<file path="config.mk">
export PLATFORM = sky130hd
export DESIGN_NAME = bounce_sprite_engine
export DESIGN_NICKNAME = d
export VERILOG_FILES = /design/src/rtl/bounce_pkg.sv /design/src/rtl/bounce_sprite_engine_sweep.sv /design/src/rtl/bounce_sprite_engine.sv
export SDC_FILE = /design/constraint.sdc
export NUM_CORES = 1
export LEC_CHECK = 0
export CAP_MARGIN = 20
export CORE_UTILIZATION = 55
export CTS_BUF_LIST = sky130_fd_sc_hd__clkbuf_16
export DETAILED_ROUTE_END_ITERATION = 7
export PLACE_DENSITY = 0.76
export SLEW_MARGIN = 20
export SYNTH_ARGS = -nofsm -noshare
export SYNTH_HDL_FRONTEND = slang
export SYNTH_SLANG_ARGS = --single-unit
</file>
<file path="constraint.sdc">
create_clock -name clock -period 4.5 [get_ports clock]
set_input_delay 1.125 -clock clock [delete_from_list [all_inputs] [get_ports clock]]
set_output_delay 1.125 -clock clock [all_outputs]
set_load 0.01 [all_outputs]
</file>
<file path="src/rtl/bounce_pkg.sv">
// Shared types and constants for the bouncing sprite engine.
package bounce_pkg;

    typedef enum logic [2:0] {
        S_IDLE  = 3'd0,
        S_DRAW  = 3'd1,
        S_WAIT  = 3'd2,
        S_ERASE = 3'd3,
        S_MOVE  = 3'd4
    } state_t;

    // Direction encoding: 1 moves towards larger coordinates, 0 towards smaller.
    localparam logic DIR_POS = 1'b1;
    localparam logic DIR_NEG = 1'b0;

    // Colour written while erasing the old sprite position.
    localparam int COLOR_BLACK = 0;

endpackage

</file>
<file path="src/rtl/bounce_sprite_engine_sweep.sv">
// box_pixel_sweep: row-major (column fastest) walk over a BOX_SIZE x BOX_SIZE square.
// Counters sit at zero while cleared and wrap back to zero after the last pixel.
module box_pixel_sweep
    import bounce_pkg::*;
#(
    parameter int BOX_SIZE = 4,
    parameter int CNT_W    = (BOX_SIZE > 1) ? $clog2(BOX_SIZE) : 1
) (
    input  logic             clock,
    input  logic             reset,
    input  logic             i_clear,
    input  logic             i_enable,
    output logic [CNT_W-1:0] o_row,
    output logic [CNT_W-1:0] o_col,
    output logic             o_last
);

    localparam logic [CNT_W-1:0] LAST_IDX = CNT_W'(BOX_SIZE - 1);

    logic [CNT_W-1:0] r_row;
    logic [CNT_W-1:0] r_col;

    // Advance column every enabled cycle, carrying into the row at the end of a line.
    always_ff @(posedge clock) begin
        if (!reset || i_clear) begin
            r_row <= '0;
            r_col <= '0;
        end else if (i_enable) begin
            if (r_col == LAST_IDX) begin
                r_col <= '0;
                r_row <= (r_row == LAST_IDX) ? '0 : r_row + 1'b1;
            end else begin
                r_col <= r_col + 1'b1;
            end
        end
    end

    assign o_row  = r_row;
    assign o_col  = r_col;
    assign o_last = (r_row == LAST_IDX) && (r_col == LAST_IDX);

endmodule

</file>
<file path="src/rtl/bounce_sprite_engine.sv">
// bounce_sprite_engine: moves a square sprite around the screen, bouncing off the
// edges, and streams one pixel write per cycle to a VGA adapter.
// Build option SPRITE_TRAIL_EN: skip the erase sweep so the sprite leaves a trail.
module bounce_sprite_engine
    import bounce_pkg::*;
#(
    parameter int X_W             = 8,
    parameter int Y_W             = 7,
    parameter int COLOR_W         = 3,
    parameter int SCREEN_W        = 160,
    parameter int SCREEN_H        = 120,
    parameter int BOX_SIZE        = 4,
    parameter int STEP            = 1,
    parameter int TICKS_PER_FRAME = 833333,
    parameter int FRAMES_PER_STEP = 15
) (
    input  logic               clock,
    input  logic               reset,
    input  logic               load,
    input  logic               go,
    input  logic [X_W-1:0]     x_init,
    input  logic [Y_W-1:0]     y_init,
    input  logic [COLOR_W-1:0] color_in,
    output logic [X_W-1:0]     x,
    output logic [Y_W-1:0]     y,
    output logic [COLOR_W-1:0] color,
    output logic               plot,
    output logic               busy,
    output logic               frame_tick
);

    localparam int CNT_W = (BOX_SIZE > 1) ? $clog2(BOX_SIZE) : 1;
    localparam int D_W   = (TICKS_PER_FRAME > 1) ? $clog2(TICKS_PER_FRAME) : 1;
    localparam int F_W   = (FRAMES_PER_STEP > 1) ? $clog2(FRAMES_PER_STEP) : 1;

    // Edge limits and step are kept one bit wider so no comparison can wrap.
    localparam logic [X_W:0]     MAX_X        = (X_W + 1)'(SCREEN_W - BOX_SIZE);
    localparam logic [Y_W:0]     MAX_Y        = (Y_W + 1)'(SCREEN_H - BOX_SIZE);
    localparam logic [X_W:0]     STEP_X       = (X_W + 1)'(STEP);
    localparam logic [Y_W:0]     STEP_Y       = (Y_W + 1)'(STEP);
    localparam logic [D_W-1:0]   DELAY_RELOAD = D_W'(TICKS_PER_FRAME - 1);
    localparam logic [F_W-1:0]   FRAME_RELOAD = F_W'(FRAMES_PER_STEP - 1);

    state_t             r_state;
    state_t             w_next;
    logic [X_W-1:0]     r_pos_x;
    logic [Y_W-1:0]     r_pos_y;
    logic               r_dir_x;
    logic               r_dir_y;
    logic [COLOR_W-1:0] r_sprite_color;
    logic [D_W-1:0]     r_delay;
    logic [F_W-1:0]     r_frame;
    logic [X_W-1:0]     r_x;
    logic [Y_W-1:0]     r_y;
    logic [COLOR_W-1:0] r_color;
    logic               r_plot;

    logic               w_sweep;
    logic [CNT_W-1:0]   w_row;
    logic [CNT_W-1:0]   w_col;
    logic               w_last;
    logic               w_tick;
    logic [X_W-1:0]     w_move_x;
    logic [Y_W-1:0]     w_move_y;
    logic               w_move_dir_x;
    logic               w_move_dir_y;

    assign w_sweep    = (r_state == S_DRAW) || (r_state == S_ERASE);
    assign w_tick     = (r_state == S_WAIT) && go && (r_delay == '0);
    assign busy       = (r_state == S_DRAW) || (r_state == S_ERASE) || (r_state == S_MOVE);
    assign frame_tick = w_tick;

    box_pixel_sweep #(
        .BOX_SIZE (BOX_SIZE),
        .CNT_W    (CNT_W)
    ) u_sweep (
        .clock    (clock),
        .reset    (reset),
        .i_clear  (!w_sweep),
        .i_enable (w_sweep),
        .o_row    (w_row),
        .o_col    (w_col),
        .o_last   (w_last)
    );

    // State register.
    always_ff @(posedge clock) begin
        if (!reset) begin
            r_state <= S_IDLE;
        end else begin
            r_state <= w_next;
        end
    end

    // Next-state logic.
    always_comb begin
        w_next = r_state;
        case (r_state)
            S_IDLE:  if (go) w_next = S_DRAW;
            S_DRAW:  if (w_last) w_next = S_WAIT;
`ifdef SPRITE_TRAIL_EN
            S_WAIT:  if (w_tick && (r_frame == '0)) w_next = S_MOVE;
`else
            S_WAIT:  if (w_tick && (r_frame == '0)) w_next = S_ERASE;
`endif
            S_ERASE: if (w_last) w_next = S_MOVE;
            S_MOVE:  w_next = S_DRAW;
            default: w_next = S_IDLE;
        endcase
    end

    // Bounce arithmetic: clamp to the edge and reverse when the next step would reach it.
    always_comb begin
        w_move_x     = r_pos_x;
        w_move_dir_x = r_dir_x;
        if ((r_dir_x == DIR_POS) && (({1'b0, r_pos_x} + STEP_X) >= MAX_X)) begin
            w_move_x     = MAX_X[X_W-1:0];
            w_move_dir_x = DIR_NEG;
        end else if ((r_dir_x == DIR_NEG) && ({1'b0, r_pos_x} <= STEP_X)) begin
            w_move_x     = '0;
            w_move_dir_x = DIR_POS;
        end else if (r_dir_x == DIR_POS) begin
            w_move_x = r_pos_x + STEP_X[X_W-1:0];
        end else begin
            w_move_x = r_pos_x - STEP_X[X_W-1:0];
        end

        w_move_y     = r_pos_y;
        w_move_dir_y = r_dir_y;
        if ((r_dir_y == DIR_POS) && (({1'b0, r_pos_y} + STEP_Y) >= MAX_Y)) begin
            w_move_y     = MAX_Y[Y_W-1:0];
            w_move_dir_y = DIR_NEG;
        end else if ((r_dir_y == DIR_NEG) && ({1'b0, r_pos_y} <= STEP_Y)) begin
            w_move_y     = '0;
            w_move_dir_y = DIR_POS;
        end else if (r_dir_y == DIR_POS) begin
            w_move_y = r_pos_y + STEP_Y[Y_W-1:0];
        end else begin
            w_move_y = r_pos_y - STEP_Y[Y_W-1:0];
        end
    end

    // Sprite position, direction and colour: loaded (clamped) in IDLE, stepped in MOVE.
    always_ff @(posedge clock) begin
        if (!reset) begin
            r_pos_x        <= '0;
            r_pos_y        <= '0;
            r_dir_x        <= DIR_POS;
            r_dir_y        <= DIR_POS;
            r_sprite_color <= '0;
        end else if ((r_state == S_IDLE) && load) begin
            r_pos_x        <= ({1'b0, x_init} > MAX_X) ? MAX_X[X_W-1:0] : x_init;
            r_pos_y        <= ({1'b0, y_init} > MAX_Y) ? MAX_Y[Y_W-1:0] : y_init;
            r_sprite_color <= color_in;
        end else if (r_state == S_MOVE) begin
            r_pos_x <= w_move_x;
            r_pos_y <= w_move_y;
            r_dir_x <= w_move_dir_x;
            r_dir_y <= w_move_dir_y;
        end
    end

    // Frame timing: counters only run in WAIT while go is held, so dropping go pauses them.
    always_ff @(posedge clock) begin
        if (!reset) begin
            r_delay <= DELAY_RELOAD;
            r_frame <= FRAME_RELOAD;
        end else if ((r_state == S_WAIT) && go) begin
            if (r_delay == '0) begin
                r_delay <= DELAY_RELOAD;
                r_frame <= (r_frame == '0) ? FRAME_RELOAD : r_frame - 1'b1;
            end else begin
                r_delay <= r_delay - 1'b1;
            end
        end
    end

    // Registered pixel port: the pixel addressed by the sweep this cycle is presented next cycle.
    always_ff @(posedge clock) begin
        if (!reset) begin
            r_x     <= '0;
            r_y     <= '0;
            r_color <= '0;
            r_plot  <= 1'b0;
        end else begin
            r_plot <= w_sweep;
            if (w_sweep) begin
                r_x     <= r_pos_x + X_W'(w_col);
                r_y     <= r_pos_y + Y_W'(w_row);
                r_color <= (r_state == S_DRAW) ? r_sprite_color : COLOR_W'(COLOR_BLACK);
            end
        end
    end

    assign x     = r_x;
    assign y     = r_y;
    assign color = r_color;
    assign plot  = r_plot;

endmodule

</file>
==> flow_metrics.py <==
metrics = {
    "route": {
        "ant_nets": 0,
        "dr.pass1.iters": 4,
        "route.detailed.drc": 0,
        "vias": 3714,
        "drt_wl_total_um": 9490,
        "drt_iter0_drc": 107,
        "wl_per_cell_um": 14.9,
        "viasPerCell": 5.84,
    },
    "logic_synthesis": {
        "synth_area_sq_um": 4070,
        "synthTopCellsByArea": "dfxtp_1, nand2_1, nor2_1",
        "yosysMostFrequentCell": "dfxtp_1",
        "async_flop_share_pct": 0,
        "synthFlopType": "dfxtp_1",
        "ys_types": 68,
        "yosysTopAreaCell": "dfxtp_1",
        "yosysWarnings": 0,
        "synth_common_cells": "dfxtp_1, nand2_1, nor2_1",
        "netlist_instances": 506,
        "syn_area_per_cell_sq_um": 8.05,
        "synth_seq_cells": 70,
        "synth-seq-area-share_pct": 34.4,
        "netlist.area_leader.share_pct": 34.4,
        "syn-num-nets": 545,
        "synth_edf_count": 0,
    },
    "min_path": {
        "hp-class": "reg2reg",
        "hold_depth": 2,
    },
    "layout": {
        "fin_nets": 571,
        "fillers": 613,
        "num_antenna_cells": 0,
        "post_route_cells_drive_above_1_share_pct": 6.70,
        "syn2layout_area_growth_pct": 19.0,
    },
    "timing": {
        "hold_ws_ns": 0.455,
        "clock.fmax_mhz": 242,
        "setup-tns-final_ns": 0,
        "tightest_slew_ns": 1.03,
        "relSlewSlack_pct": 30.9,
        "finalMaxSlewViolations": 0,
        "setup_viol_count_final": 0,
        "rsz0062_at_grt": "no",
        "post-route-period-util_pct": 92.0,
        "hold_viol_final": 0,
        "finalCriticalPeriod_ns": 4.14,
        "clock-skew-final_ns": 0.00756,
    },
    "power": {
        "p_per_area_nw_per_um2": 334,
        "p_total_uw": 1620,
        "power_leakage_uw": 0.00171,
        "max-vdd-ir-drop_v": 0.000205,
    },
    "floorplan": {
        "core_area_sq_um": 7210,
        "rows": 31,
        "num_io_pins": 43,
        "die_x_um": 88.1,
        "die_height_um": 88.1,
        "initial_core_util_pct": 56.5,
        "dieArea_sq_um": 7750,
    },
    "critical_path": {
        "cp_cell_sequence": "clkdlybuf4s50_1 > nand4bb_1 > nor4_1 > nand4b_2 > inv_2 > clkdlybuf4s50_1",
        "critical_path.max_stage_delay_ns": 0.53,
        "worst-r2r-cell-count": 7,
        "startpoint_type": "input port",
        "crit_path_end_kind": "output port",
        "cp_common_cell": "clkdlybuf4s50_1",
        "critPathArrivalTime_ns": 3.01,
        "crit_fanout": 5,
        "crit_path_top_delay_cell": "clkdlybuf4s50_1",
        "cp.required_ns": 3.38,
        "crit_type": "in2out",
    },
    "clocking": {
        "hold_buffers": 0,
        "cts_sinks": 70,
        "h-tree-depth": 3,
        "cts_tree": "built",
        "cts_resized": 0,
        "cts.clk_slew.worst_paths_ns": 0.06,
        "clock_tree.root_cell": "clkbuf_16",
        "cts_buffers": 9,
        "worstSkewPairLatency_ns": 0.33,
        "clockBufferDepth": 2,
        "post_cts.repair.setup_buffers": 0,
    },
    "job": {
        "maxCapViolCount": 0,
    },
    "placement": {
        "gp_congestion": 0.921,
        "placement.io_buffers": 42,
        "place_hpwl_um": 6620,
    },
    "outcome": {
        "run_status": "completed",
    },
    "global_route": {
        "grt_remaining_overflow": 0,
        "grt_pass1_vias": 3372,
        "grt_usage_pct": 25.8,
        "antenna_found_initial": 0,
        "grt_max_degree": 32,
        "grt_first_pass_wirelength_um": 15600,
    },
}
## cell type report
| class | count | area [sq um] | share of cell area (%) |
|---|---|---|---|
| Multi-Input combinational cell | 382 | 2460 | 50.9 |
| Tap cell | 99 | 124 | 2.56 |
| Timing Repair Buffer | 45 | 443 | 9.14 |
| Clock inverter | 7 | 96.3 | 1.99 |
| Clock buffer | 9 | 225 | 4.65 |
| Inverter | 24 | 90.1 | 1.86 |
| Sequential cell | 70 | 1400 | 28.9 |
## metrics by stage
step | cell area [sq um] | util, % | cells | setup slack [ns]
global placement | 4520 | 62.6 | 620 | 0.421
detailed placement | 4520 | 62.6 | 620 | 0.371
global route | 4840 | 67.2 | 636 | 0.225
CTS | 4840 | 67.1 | 636 | 0.367
finish | 4840 | 67.2 | 636 | 0.360
floorplan | 4070 | - | 506 | 1.36
## worst paths after layout
check,end,start,slack [ns]
worst min register to register,y[2],y[2],0.46
worst min-delay path,y[2],y[2],0.46
worst max register to register,r_pos_x[4],r_pos_x[0],1.95
worst max-delay path,frame_tick,go,0.36
## metal layers
metal / GRT usage (%) / up-vias / share of wire (%)
met4: 10.1 / 0 / 1.9
met3: 4.71 / 15 / 4.6
met5: 0 / - / 0
met2: 41.9 / 104 / 46
met1: 34.0 / 1735 / 47
li1: - / 1860 / -
## placed cells by master (no fill, tap or decap), types with 6 or more instances in the layout
cell type / count
a211oi_1: 9
dfxtp_1: 70
nand3b_1: 10
clkbuf_16: 9
xor2_1: 18
xnor2_1: 13
clkdlybuf4s50_1: 42
nand3_1: 14
ha_1: 15
nand4_1: 7
o21ai_1: 6
a21oi_1: 24
o21ai_0: 21
a31oi_1: 7
nor3_1: 13
nand2_1: 64
nor2_1: 51
or3_1: 10
inv_1: 24
## cells by family after synthesis
kind of cell / Yosys count / synth area share (%)
AND/OR/NAND/NOR: 215 / 28.2
AO/OA/AOI/OAI: 115 / 18.8
flip-flops: 70 / 34.4
buffers and inverters: 54 / 5.25
XOR/XNOR: 31 / 6.67
adder cells (fa/ha/maj): 17 / 5.59
multiplexers: 4 / 1.01
## registers in the layout (all words and copies together) (netlist names)
| signal | flops |
|---|---|
| u_sweep.o_col | 2 |
| plot | 1 |
| r_dir_x | 1 |
| r_sprite_color | 3 |
| x | 8 |
| r_delay | 20 |
| r_pos_x | 8 |
| r_dir_y | 1 |
| color | 3 |
| u_sweep.o_row | 2 |
| r_pos_y | 7 |
| r_frame | 4 |
| r_state | 3 |
| y | 7 |
## worst max-delay path: cells and delay by family
kind	cells	cell delay (ns)
buffers and inverters	3	1.13
and+or+nand+nor	3	0.77
## power breakdown
part / internal, uW / switching [uW]
combinational: 84.5 / 89.8
clock: 487 / 281
sequential: 641 / 34.8
No activity file was read; power rests on OpenSTA's default activity.
